### config.mk
export PLATFORM = sky130hd
export DESIGN_NAME = movo_fsm_flat
export DESIGN_NICKNAME = d
export VERILOG_FILES = /design/src/rtl/movo_fsm_pkg.sv /design/src/rtl/movo_fsm_if.sv /design/src/rtl/movo_src_decode.sv /design/src/rtl/movo_fsm.sv /design/src/flat_wrapper.sv
export SDC_FILE = /design/constraint.sdc
export NUM_CORES = 1
export LEC_CHECK = 0
export BUFFER_PORTS_ARGS = -buffer_cell sky130_fd_sc_hd__buf_2
export CAP_MARGIN = 20
export CORE_MARGIN = 2
export CORE_UTILIZATION = 40
export CTS_CLUSTER_SIZE = 25
export DETAILED_ROUTE_END_ITERATION = 16
export GPL_ROUTABILITY_DRIVEN = 0
export PLACE_DENSITY = 0.66
export SLEW_MARGIN = 0
export SYNTH_ARGS = -nofsm -noshare
export SYNTH_HDL_FRONTEND = slang
export SYNTH_SLANG_ARGS = --single-unit
### constraint.sdc
create_clock -name clk -period 1.84 [get_ports clk]
set_input_delay 0 -clock clk [delete_from_list [all_inputs] [get_ports clk]]
set_output_delay 0 -clock clk [all_outputs]
set_load 0.02 [all_outputs]
### src/rtl/movo_fsm_pkg.sv
// rtl/movo_fsm_pkg.sv - shared microcontroller constants for the instruction FSMs
package movo_fsm_pkg;

    // Datapath width shared by the register file, bus and instruction FSMs
    localparam int MC_DATA_W = 16;

    // Instruction FSM state encoding
    localparam logic [2:0] ST_IDLE  = 3'b000;
    localparam logic [2:0] ST_LOAD  = 3'b001;
    localparam logic [2:0] ST_DRIVE = 3'b010;
    localparam logic [2:0] ST_CAPT  = 3'b011;
    localparam logic [2:0] ST_DONE  = 3'b100;
    localparam logic [2:0] ST_ERR   = 3'b101;

    // Register-select codes used by parameter1
    localparam int REG_R0 = 0;
    localparam int REG_R1 = 1;
    localparam int REG_R2 = 2;
    localparam int REG_R3 = 3;
    localparam int REG_P0 = 4;

endpackage

### src/rtl/movo_fsm_if.sv
// rtl/movo_fsm_if.sv - control/bus handshake bundle for the register read sequencer
interface movo_fsm_if #(
    parameter int DATA_W = 16,
    parameter int SEL_W  = 6
);
    logic              donefetch;
    logic              start;
    logic [SEL_W-1:0]  parameter1;
    logic [DATA_W-1:0] bus;
    logic              r0out;
    logic              r1out;
    logic              r2out;
    logic              r3out;
    logic              P0out;
    logic [DATA_W-1:0] dout;
    logic              done;
    logic              err;

    modport master (
        output donefetch, start, parameter1, bus,
        input  r0out, r1out, r2out, r3out, P0out, dout, done, err
    );

    modport slave (
        input  donefetch, start, parameter1, bus,
        output r0out, r1out, r2out, r3out, P0out, dout, done, err
    );
endinterface

### src/rtl/movo_src_decode.sv
// rtl/movo_src_decode.sv - selector to one-hot register output-enable decoder
module movo_src_decode
    import movo_fsm_pkg::*;
#(
    parameter int SEL_W = 6
) (
    input  logic [SEL_W-1:0] sel,
    input  logic             en,
    output logic             r0out,
    output logic             r1out,
    output logic             r2out,
    output logic             r3out,
    output logic             P0out
);

    // One enable at most; illegal codes and en=0 leave the bus undriven
    always_comb begin
        r0out = 1'b0;
        r1out = 1'b0;
        r2out = 1'b0;
        r3out = 1'b0;
        P0out = 1'b0;
        if (en) begin
            r0out = (sel == SEL_W'(REG_R0));
            r1out = (sel == SEL_W'(REG_R1));
            r2out = (sel == SEL_W'(REG_R2));
            r3out = (sel == SEL_W'(REG_R3));
            P0out = (sel == SEL_W'(REG_P0));
        end
    end

endmodule

### src/rtl/movo_fsm.sv
// rtl/movo_fsm.sv - register-to-bus read sequencer (move-out FSM)
module movo_fsm
    import movo_fsm_pkg::*;
#(
    parameter int DATA_W = MC_DATA_W,
    parameter int SEL_W  = 6
) (
    input  logic       clk,
    input  logic       rst,
    movo_fsm_if.slave  io
);

    logic [2:0]        state;
    logic [2:0]        state_nxt;
    logic [SEL_W-1:0]  sel_q;
    logic [DATA_W-1:0] dout_q;
    logic              drive_en;

    // Next-state logic; donefetch aborts from any state and beats start
    always_comb begin
        state_nxt = ST_IDLE;
        if (!io.donefetch) begin
            case (state)
                ST_IDLE:  state_nxt = io.start ? ST_LOAD : ST_IDLE;
                ST_LOAD:  state_nxt = (io.parameter1 > SEL_W'(REG_P0)) ? ST_ERR : ST_DRIVE;
                ST_DRIVE: state_nxt = ST_CAPT;
                ST_CAPT:  state_nxt = ST_DONE;
                ST_DONE:  state_nxt = io.start ? ST_DONE : ST_IDLE;
                ST_ERR:   state_nxt = io.start ? ST_ERR : ST_IDLE;
                default:  state_nxt = ST_IDLE;
            endcase
        end
    end

    // State, selector latch in LOAD and bus capture on the CAPT->DONE edge
    always_ff @(posedge clk or negedge rst) begin
        if (!rst) begin
            state  <= ST_IDLE;
            sel_q  <= '0;
            dout_q <= '0;
        end else begin
            state <= state_nxt;
            if (state == ST_LOAD && !io.donefetch) begin
                sel_q <= io.parameter1;
            end
            if (state == ST_CAPT && !io.donefetch) begin
                dout_q <= io.bus;
            end
        end
    end

    // Enables come from state and sel_q only, never from parameter1 directly
    assign drive_en = (state == ST_DRIVE) || (state == ST_CAPT);

    movo_src_decode #(
        .SEL_W (SEL_W)
    ) u_src_decode (
        .sel   (sel_q),
        .en    (drive_en),
        .r0out (io.r0out),
        .r1out (io.r1out),
        .r2out (io.r2out),
        .r3out (io.r3out),
        .P0out (io.P0out)
    );

    assign io.dout = dout_q;
    assign io.done = (state == ST_DONE) || (state == ST_ERR);
    assign io.err  = (state == ST_ERR);

endmodule

### src/flat_wrapper.sv
// flat-port wrapper written by rule: the top's interface ports become plain ports
module movo_fsm_flat import movo_fsm_pkg::*;
#(
    parameter int DATA_W = MC_DATA_W,
    parameter int SEL_W  = 6
)
  (clk, rst, io_donefetch, io_start, io_parameter1, io_bus, io_r0out, io_r1out, io_r2out, io_r3out, io_P0out, io_dout, io_done, io_err);
  movo_fsm_if #(.DATA_W(DATA_W), .SEL_W(SEL_W)) io_i ();
  input  logic clk;
  input  logic rst;
  input wire logic [$bits(io_i.donefetch)-1:0] io_donefetch;
  input wire logic [$bits(io_i.start)-1:0] io_start;
  input wire logic [$bits(io_i.parameter1)-1:0] io_parameter1;
  input wire logic [$bits(io_i.bus)-1:0] io_bus;
  output wire logic [$bits(io_i.r0out)-1:0] io_r0out;
  output wire logic [$bits(io_i.r1out)-1:0] io_r1out;
  output wire logic [$bits(io_i.r2out)-1:0] io_r2out;
  output wire logic [$bits(io_i.r3out)-1:0] io_r3out;
  output wire logic [$bits(io_i.P0out)-1:0] io_P0out;
  output wire logic [$bits(io_i.dout)-1:0] io_dout;
  output wire logic [$bits(io_i.done)-1:0] io_done;
  output wire logic [$bits(io_i.err)-1:0] io_err;
  assign io_i.donefetch = io_donefetch;
  assign io_i.start = io_start;
  assign io_i.parameter1 = io_parameter1;
  assign io_i.bus = io_bus;
  assign io_r0out = io_i.r0out;
  assign io_r1out = io_i.r1out;
  assign io_r2out = io_i.r2out;
  assign io_r3out = io_i.r3out;
  assign io_P0out = io_i.P0out;
  assign io_dout = io_i.dout;
  assign io_done = io_i.done;
  assign io_err = io_i.err;
  movo_fsm #(.DATA_W(DATA_W), .SEL_W(SEL_W)) u_core (.clk(clk), .rst(rst), .io(io_i));
endmodule
# --- Word-level counts from Yosys, hierarchy flattened ---
# Index checks and enable logic that the tools add are counted.
word_totals:
  reg_bits: 25
  in_bits: 26
  output_inout_bits: 23
  word_cells: 31
op_classes:
  reduce_logical: 7
  n_eq_ne: 9
  magnitude_cmp: 1
  muxes: 11
ops:
  columns: ["op", "count"]
  rows:
  - ["$pmux 3 s6", 1]
  - ["$eq 6x2->1 const B", 2]
  - ["$mux 3", 4]
  - ["$eq 3x2->1 const B", 2]
  - ["$eq 3x3->1 const B", 2]
  - ["$eq 6x1->1 const B", 1]
  - ["$eq 6x3->1 const B", 1]
  - ["$gt 6x3->1 const B", 1]
  - ["$logic_not 6->1", 1]
  - ["$mux 1", 6]
  - ["$eq 3x1->1 const B", 1]
  - ["$logic_not 3->1", 1]
  - ["$logic_and 1x1->1", 2]
  - ["$logic_or 1x1->1", 2]
  - ["$logic_not 1->1", 1]

# --- Longest topological paths before layout ---
# Gate-level depths: netlist of the first run.
logic_depth:
  word_depth: 4
  mapped_depth: 4
  depth_no_buf: 3

# --- Modules after synthesis ---
# Synthesis of the first run repeated with hierarchy kept, for this count alone.
unflattened:
  cells_unflattened: 77
  hier_area_um2: 1156.1
by_module_without_submodules:
  columns: ["mod", "seq_area_each_um2", "n_inst", "area_each_um2", "cells_per_inst"]
  rows:
  - ["movo_fsm", 625.6, 1, 1094.8, 70]
  - ["movo_src_decode", 0.0, 1, 61.3, 7]

# --- Least setup slack after synthesis of the first run ---
# No wires, ideal clock.
synth_path:
  path_type: "reg-to-output"
  startpoint: "register u_core.state[2]"
  endpoint: "output io_r2out"
  stages_incl_launch_ff: 4
  path_buffers: 0
  path_slack_ps: 107
  required_time_ps: 1840
  arrival_time_ps: 1733
  path_cell_list: "dfrtp_1 nand2b_4 or4b_1 nor4_1"
synth_between:
  elab_chain_cells: 3
  elab_cells_between_ends: 4
  classes_between: "eq/ne: 2; mux: 1; reduce/logical: 1"
synth_rtl:
  columns: ["item", "line_no", "text"]
  rows:
  - ["from (decl)", "movo_fsm.sv:13", "logic [2:0] state;"]
  - ["from (signal assigned)", "movo_fsm.sv:42", "state <= state_nxt;"]
  - ["$eq 3x2->1", "movo_fsm.sv:53", "assign drive_en = (state == ST_DRIVE) || (state == ST_CAPT);"]
  - ["$logic_or 1x1->1 (*)", "movo_fsm.sv:53", null]
  - ["$mux 1 (*)", "movo_src_decode.sv:23", "if (en) begin"]
  - ["to (decl)", "flat_wrapper.sv:17", "output wire logic [$bits(io_i.r2out)-1:0] io_r2out;"]
# Mark *: on every way between the ends. The rest lies on a longest branch, timed or not.

# --- Final worst setup path of the first run ---
# Same ends and word-level chain as after synthesis.

==> metrics list, run 1 <==
- Detail Route Antenna Nets: 0
* Ys async rst share: 100.0%
- Largest buffer count on any clock path: 2
- Synthesis-stage register bit count: 25
* Number of antenna violations at the first check in global routing: 0
* Standard-cell row count: 19
- In this run the worst setup path begins at u_core.state[2]$_DFF_PN0_.
- Leaving out filler cells and counting taps, the final layout contains 186.
- Hold violation total from the final report: 0
- Type of the worst setup path: reg -> out
- Setup repair after global routing could not meet its margin everywhere.
- Area growth syn-to-layout: 53.27%
- Worst setup timing slack at the placement stage: 272.8 ps
- Post-synthesis sequential area ratio: 56.31%
- Endpoint class of the critical path: output pin
* Number of nets produced by synthesis: approximately 100
* Number of max-cap violations: 0
- Count of antenna diodes in the layout: 0
* Post-synth top area cell: dfrtp_1
- For this design the ratio of total power to cell area is approximately 830 nW/um^2.
- During I/O placement, the number of pins put on the boundary was 49.
- Using the TritonRoute via totals, the vias-per-cell ratio works out to 4.849.
- The worst pin sits at a relative slew slack of 63.99%.
* Capturing instance or port of the critical path: io_r2out
- The clock net in this run drives a total of 25 sinks.
- During placement, the flow inserted port buffers numbering 48.
- Synthesis produced 78 cells.
- Synthesis instantiated 26 different standard cells from the library.
* Placed Cells incl. Taps: 156
- The endpoint identified for the worst register-to-register timing path is u_core.state[2]$_DFF_PN0_.
- The total area inside the core boundary comes to 2686 um^2.
- Arrival @ worst endpoint: 1790 ps
- Commonest non-fill, non-tap cells in the layout: buf_2, dlygate4sd3_1, dfrtp_1, mux2_2, buf_4
- The via count of the first global-routing pass is 918.
- The clock arrives with 14.11 ps of skew.
- Warnings, synthesis: 0
- Global routing consumed, over all layers together, 15.86% of the routing resources.
- Main synth FF type: dfrtp_1
* Count of final max-slew check failures: 0
* Max rail drop VDD: around 0.72 mV
- Summed negative setup slack over all endpoints: 0 ps
* Mean instance size in the synthesized netlist: between 10 and 15 um^2
- The worst path in the final design needs a cycle of 1788 ps, including I/O delays and setup.
- Via count: roughly 900
- PnR Total Power: ~1.4 mW
- The top cell type by area accounts for 56.31% of the synthesized area.
- Leakage Power: around 0.86 nW
- Setup violations remaining at the end of the flow were counted as 0.
- Initial Utilization: 41.36%
- Later-pin clock latency in the skew report: 310 ps
* Pre-antenna DRT Iters: 2
* RR Startpoint: u_core.state[2]$_DFF_PN0_
- Run status: finished, final reports clean
- Setup slack closes at 52.15 ps.
- Root Buffer: clkbuf_4
- After the last flow step, the layout net total stands at 182.
* Clock tree from TritonCTS: built
* Total grt overflow: 0
- Setup slack on the worst reg-to-reg path comes out at 230 ps.
* CTS H-tree lvls: 1
- From bottom edge to top edge, the die measures 56.71 um.
* Worst endpoint required time: 1840 ps
- Global-route wire length before repair: 3939 um
- Routed length per instance: around 13 um
- Type of origin of the critical path: register
- The floorplan step defined a die boundary enclosing 3215 um^2.
- Maximum number of pins on one net before global-route repair: 26
- Post-synthesis instance area: 1111 um^2
* Post-CTS clock slew at the launch and capture registers of the worst setup and hold paths: about 140 ps
- Top post-synthesis cells by area: dfrtp_1, mux2_2, nor4b_4, nor3b_4, nor4b_2
* Post-route DRC: 0
- For the pin with the worst max-slew slack, the measured transition is 537.8 ps.
- Number of flops mapped to enable cells by yosys: 0
- CP Max Fanout: 4
- In this run the worst hold path is classified as in -> async.
- Total wire length after detailed routing: 2440 um
- Cell count of the worst reg-to-reg path: 5
* Final cycle utilization of the critical path: 97.17%
- The detailed router finished its first iteration with 10 violations.
- Fmax: 559.3 MHz
- After filler insertion, the fill cell instance count of the layout stands at 219.
- Most frequent standard cell in the layout excluding fill and tap cells: buf_2
- TritonCTS created 3 clock buffers.
- The die is 56.71 um wide.
- Of the cells placed in the final design, the portion with a size suffix greater than 1 is 54.84%.
[power breakdown]
part / leakage (nW) / internal, mW / total (mW) / switching (mW)
Combinational: 0.515 / 0.217 / 0.377 / 0.160
Sequential: 0.325 / 0.664 / 0.794 / 0.130
Clock: 0.0177 / 0.0810 / 0.236 / 0.155
Total: 0.858 / 0.962 / 1.41 / 0.444
[synthesized netlist by cell type (2+ instances only)]
master / number
inv_1: 2
a21oi_1: 2
nor2_1: 3
nor4_1: 2
mux2_2: 22
nor3_1: 2
nand2_1: 2
dfrtp_1: 25
[area by class of cell]
cell class / count / area (um^2) / area share, %
Tap cell: 31 / 38.79 / 2.278
Sequential cell: 25 / 628.1 / 36.88
Clock buffer: 3 / 22.52 / 1.323
Clock inverter: 1 / 5.005 / 0.2939
Timing Repair Buffer: 75 / 510.5 / 29.98
Inverter: 2 / 7.507 / 0.4409
Multi-Input combinational cell: 49 / 490.5 / 28.80
[per-stage QoR]
stage               cell area, um^2  utilization, %  hold slack [ps]
floorplan                      1111               -           -295.6
global placement               1383           51.47            17.38
detailed placement             1383           51.47            16.10
CTS                            1670           62.18            190.9
global route                   1703           63.39            210.8
finish                         1703           63.39            181.8
[routing by layer]
| metal | part of all wire (%) | GRT usage [%] |
|---|---|---|
| met1 | 43 | 19.82 |
| met2 | 50 | 26.74 |
| met3 | 6.5 | 3.226 |
| met4 | 0.49 | 6.122 |
| met5 | 0 | 0 |
[registers in the layout (all words and copies together) (netlist names)]
register	cells
u_core.sel_q	6
u_core.state	3
u_core.io.dout	16
[worst min-delay path by stage]
stage	slack, ps	to	cells past startpoint
final	180	u_core.io.dout[11]$_DFFE_PN0P_	2
after global routing	210	u_core.io.dout[10]$_DFFE_PN0P_	2
after CTS	190	u_core.io.dout[12]$_DFFE_PN0P_	2
after detailed placement	20	u_core.io.dout[12]$_DFFE_PN0P_	1
after global placement	20	u_core.io.dout[12]$_DFFE_PN0P_	1
after floorplan	-300	u_core.io.dout[0]$_DFFE_PN0P_	0
[logic make-up (layout without fill, tap and decap cells)]
group,count (synthesis),after routing,synth area share [%]
flip-flops,25,25,56.31
AO/OA/AOI/OAI,6,6,3.716
multiplexers,22,22,22.30
buffers and inverters,4,81,2.027
AND/OR/NAND/NOR,21,21,15.65
[what timing repair did]
| action | CTS | global route |
|---|---|---|
| hold buffers | 25 | 0 |
| endpoints found under the hold margin | 49 | 0 |
| setup buffers | 1 | 0 |
| gates resized for setup | 2 | 6 |
| pin swaps | 0 | 2 |
| setup endpoints to repair | 2 | 2 |
[critical path, cell delays in order, from the launching register on]
cell and delay, ps:
dfrtp_2 420, nand2b_4 160, or4b_4 510, nor4_4 210, buf_4 180
(Power assumes the default switching activity.)
==> run 2, diff against run 1 <==
==> constraint.sdc (replaced) <==
create_clock -name clk -period 1.84 [get_ports clk]
set_input_delay 0 -clock clk [delete_from_list [all_inputs] [get_ports clk]]
set_output_delay 0 -clock clk [all_outputs]
set_load 0.01 [all_outputs]
==> metrics list, run 2 (same netlist as run 1, synthesis figures left out) <==
- The run finished with clean final reports.
- TritonCTS Sinks: 25 (unchanged)
* GRT Total Usage: 16.29% (+0.43 points)
- FILL cells: 217 (-0.91%)
* Floorplan core area: 2686 um^2 (unchanged)
- The routed wirelength normalized by instance count was 13.62 um (+3.9%).
- The initial antenna violation count is 0 (unchanged).
* Ports placed on the boundary: 49 (unchanged)
* Slew of the pin with the lowest slew margin: 554.8 ps (+16.92 ps)
- Max Clock Skew: 4.390 ps (-9.725 ps)
* Number of endpoints failing setup at the final stage: 0 (unchanged)
- Post-DR vias/cell: 4.957 (+2.2%)
- PnR Total Power: 1.352 mW (-3.8%)
- The first-iteration detailed-routing DRC count came to 23 (+13).
- The number of hold violations in the final report is 0 (unchanged).
* Number of nets in the layout: 182 (unchanged)
- The overflow left after global routing is 0 (unchanged).
* Placed Cells incl. Taps: 156 (unchanged)
- The count of nets left with antenna violations after detail routing is 0 (unchanged).
- The required time at the endpoint of the critical path is 1840 ps (about the same).
- In the layout the commonest cells are buf_2, dlygate4sd3_1, dfrtp_1, mux2_2.
- Fmax: 558.1 MHz (-0.21%)
- Number of max-cap violations: 0 (unchanged)
- The via count of the first global-routing pass came to 945 (+2.9%).
- The leakage power total came to 0.8464 nW (-1.3%).
- The number of antenna repair diodes came to 0 (unchanged).
- The first-pass GRT wire length is 4112 um (+4.4%).
- The relative slew slack is 63.02% (-0.98 points).
* Number of buffers added on ports: 48 (unchanged)
- The root buffer cell chosen for the clock tree is clkbuf_4.
* CP Max Fanout: 4 (unchanged)
- Standard-cell row count: 19 (unchanged)
- The minimum setup slack after placement came to 269.6 ps (-3.135 ps).
- STA classifies the critical path startpoint as a register.
- CTS H-tree lvls: 1 (unchanged)
* Die H: 56.71 um (unchanged)
- Clock tree from TritonCTS: built
* Summed negative setup slack over all endpoints: 0 ps (unchanged)
* Minimum clock period: 1792 ps (+3.795 ps)
- The maximum resistive drop on vdd is 0.7293 mV (+1.1%).
- The CTS clock-pin slew for the worst setup and hold paths is 130 ps (about the same).
- Final cycle utilization of the critical path: 97.37% (+0.21 points)
- The final worst setup slack was 48.35 ps (-3.795 ps).
* Largest buffer count on any clock path: 2 (unchanged)
- Floorplan die area: 3215 um^2 (unchanged)
* Pre-antenna DRT Iters: 4 (+2)
- The fraction of layout cells with a size suffix above 1 is 53.55% (-1.3 points).
- The total via count after detailed routing was 922 (+2.2%).
* PwrDens: 806.9 nW/um^2 (-2.3%)
* Die span in x: 56.71 um (unchanged)
- The final worst hold slack was 201.2 ps (+19.44 ps).
- The maximum number of pins on one net before global-route repair came to 26 (unchanged).
- The overall routed net length was 2534 um (+3.9%).
- The tightest min-delay check is of the in -> async type.
- From synthesis to final layout, the design area changed by 50.79%.
* Post-route DRC: 0 (unchanged)
* Arrival @ worst endpoint: 1790 ps (about the same)
* Initial Utilization: 41.36% (unchanged)
- Endpoint class of the critical path: output pin
- Leaving out fill and tap cells, the most frequent cell in the layout is buf_2.
- The max-slew violation total from the final report came to 0 (unchanged).
* Non-Filler Instances: 186 (unchanged)
- Later-pin clock latency in the skew report: 310 ps (about the same)
- The total clock buffers created by CTS came to 3 (unchanged).
* Type of the worst setup path: reg -> out
- Number of flip-flops under the largest register name: 16 (unchanged)
==> run 2: what timing repair did <==
action / CTS / global route
setup endpoints to repair: 2 / 3
pin swaps: 0 / 1
setup buffers: 1 / 0
resized for setup: 1 / 2
hold buffers: 25 / 0
hold endpoints to repair: 49 / 0
==> run 2: cell type report <==
| cell class | count | area, um^2 | area share, % |
|---|---|---|---|
| clock buffers | 4 | 26.28 | 1.568 |
| inverters | 2 | 7.507 | 0.4481 |
| multi-input cells | 49 | 469.2 | 28.01 |
| flip-flops and latches | 25 | 628.1 | 37.49 |
| well taps | 31 | 38.79 | 2.315 |
| repair buffers | 75 | 505.5 | 30.17 |
==> run 2: metrics by stage <==
step           cell area (um^2)  utilization, %
5_1_grt                    1675           62.37
4_1_cts                    1668           62.09
3_3_place_gp               1383           51.47
6_report                   1675           62.37
2_1_floorplan              1111               -
3_5_place_dp               1383           51.47
==> run 2: power breakdown <==
part           switching [mW]  internal, mW  total (mW)
registers               0.112         0.665       0.776
clock network           0.155        0.0845       0.239
logic                   0.127         0.209       0.336
==> run 2: worst max-delay path, cell delays in order, from the launching register on <==
cell      delay, ps
dfrtp_2         430
nand2b_4        160
or4b_1          520
nor4_2          190
buf_2           180
==> run 2: worst paths after layout <==
check | startpoint | endpoint | slack [ps] | depth (start not counted)
worst max register to register | u_core.state[2]$_DFF_PN0_ | u_core.state[2]$_DFF_PN0_ | 220 | 5
worst max-delay path | u_core.state[2]$_DFF_PN0_ | io_r2out | 50 | 4
worst min-delay path | rst | u_core.io.dout[2]$_DFFE_PN0P_ | 200 | 2
worst min register to register | u_core.io.dout[15]$_DFFE_PN0P_ | u_core.io.dout[15]$_DFFE_PN0P_ | 520 | 1
min in group clk | io_start | u_core.state[0]$_DFF_PN0_ | 220 | 4
max in group asynchronous | rst | u_core.state[2]$_DFF_PN0_ | 1240 | 2
==> run 2: layer usage <==
layer | wire [um] | track usage [%]
met3 | 180 | 3.917
met1 | 1016 | 19.65
met2 | 1325 | 28.90
met5 | 0 | 0
met4 | 12 | 4.082
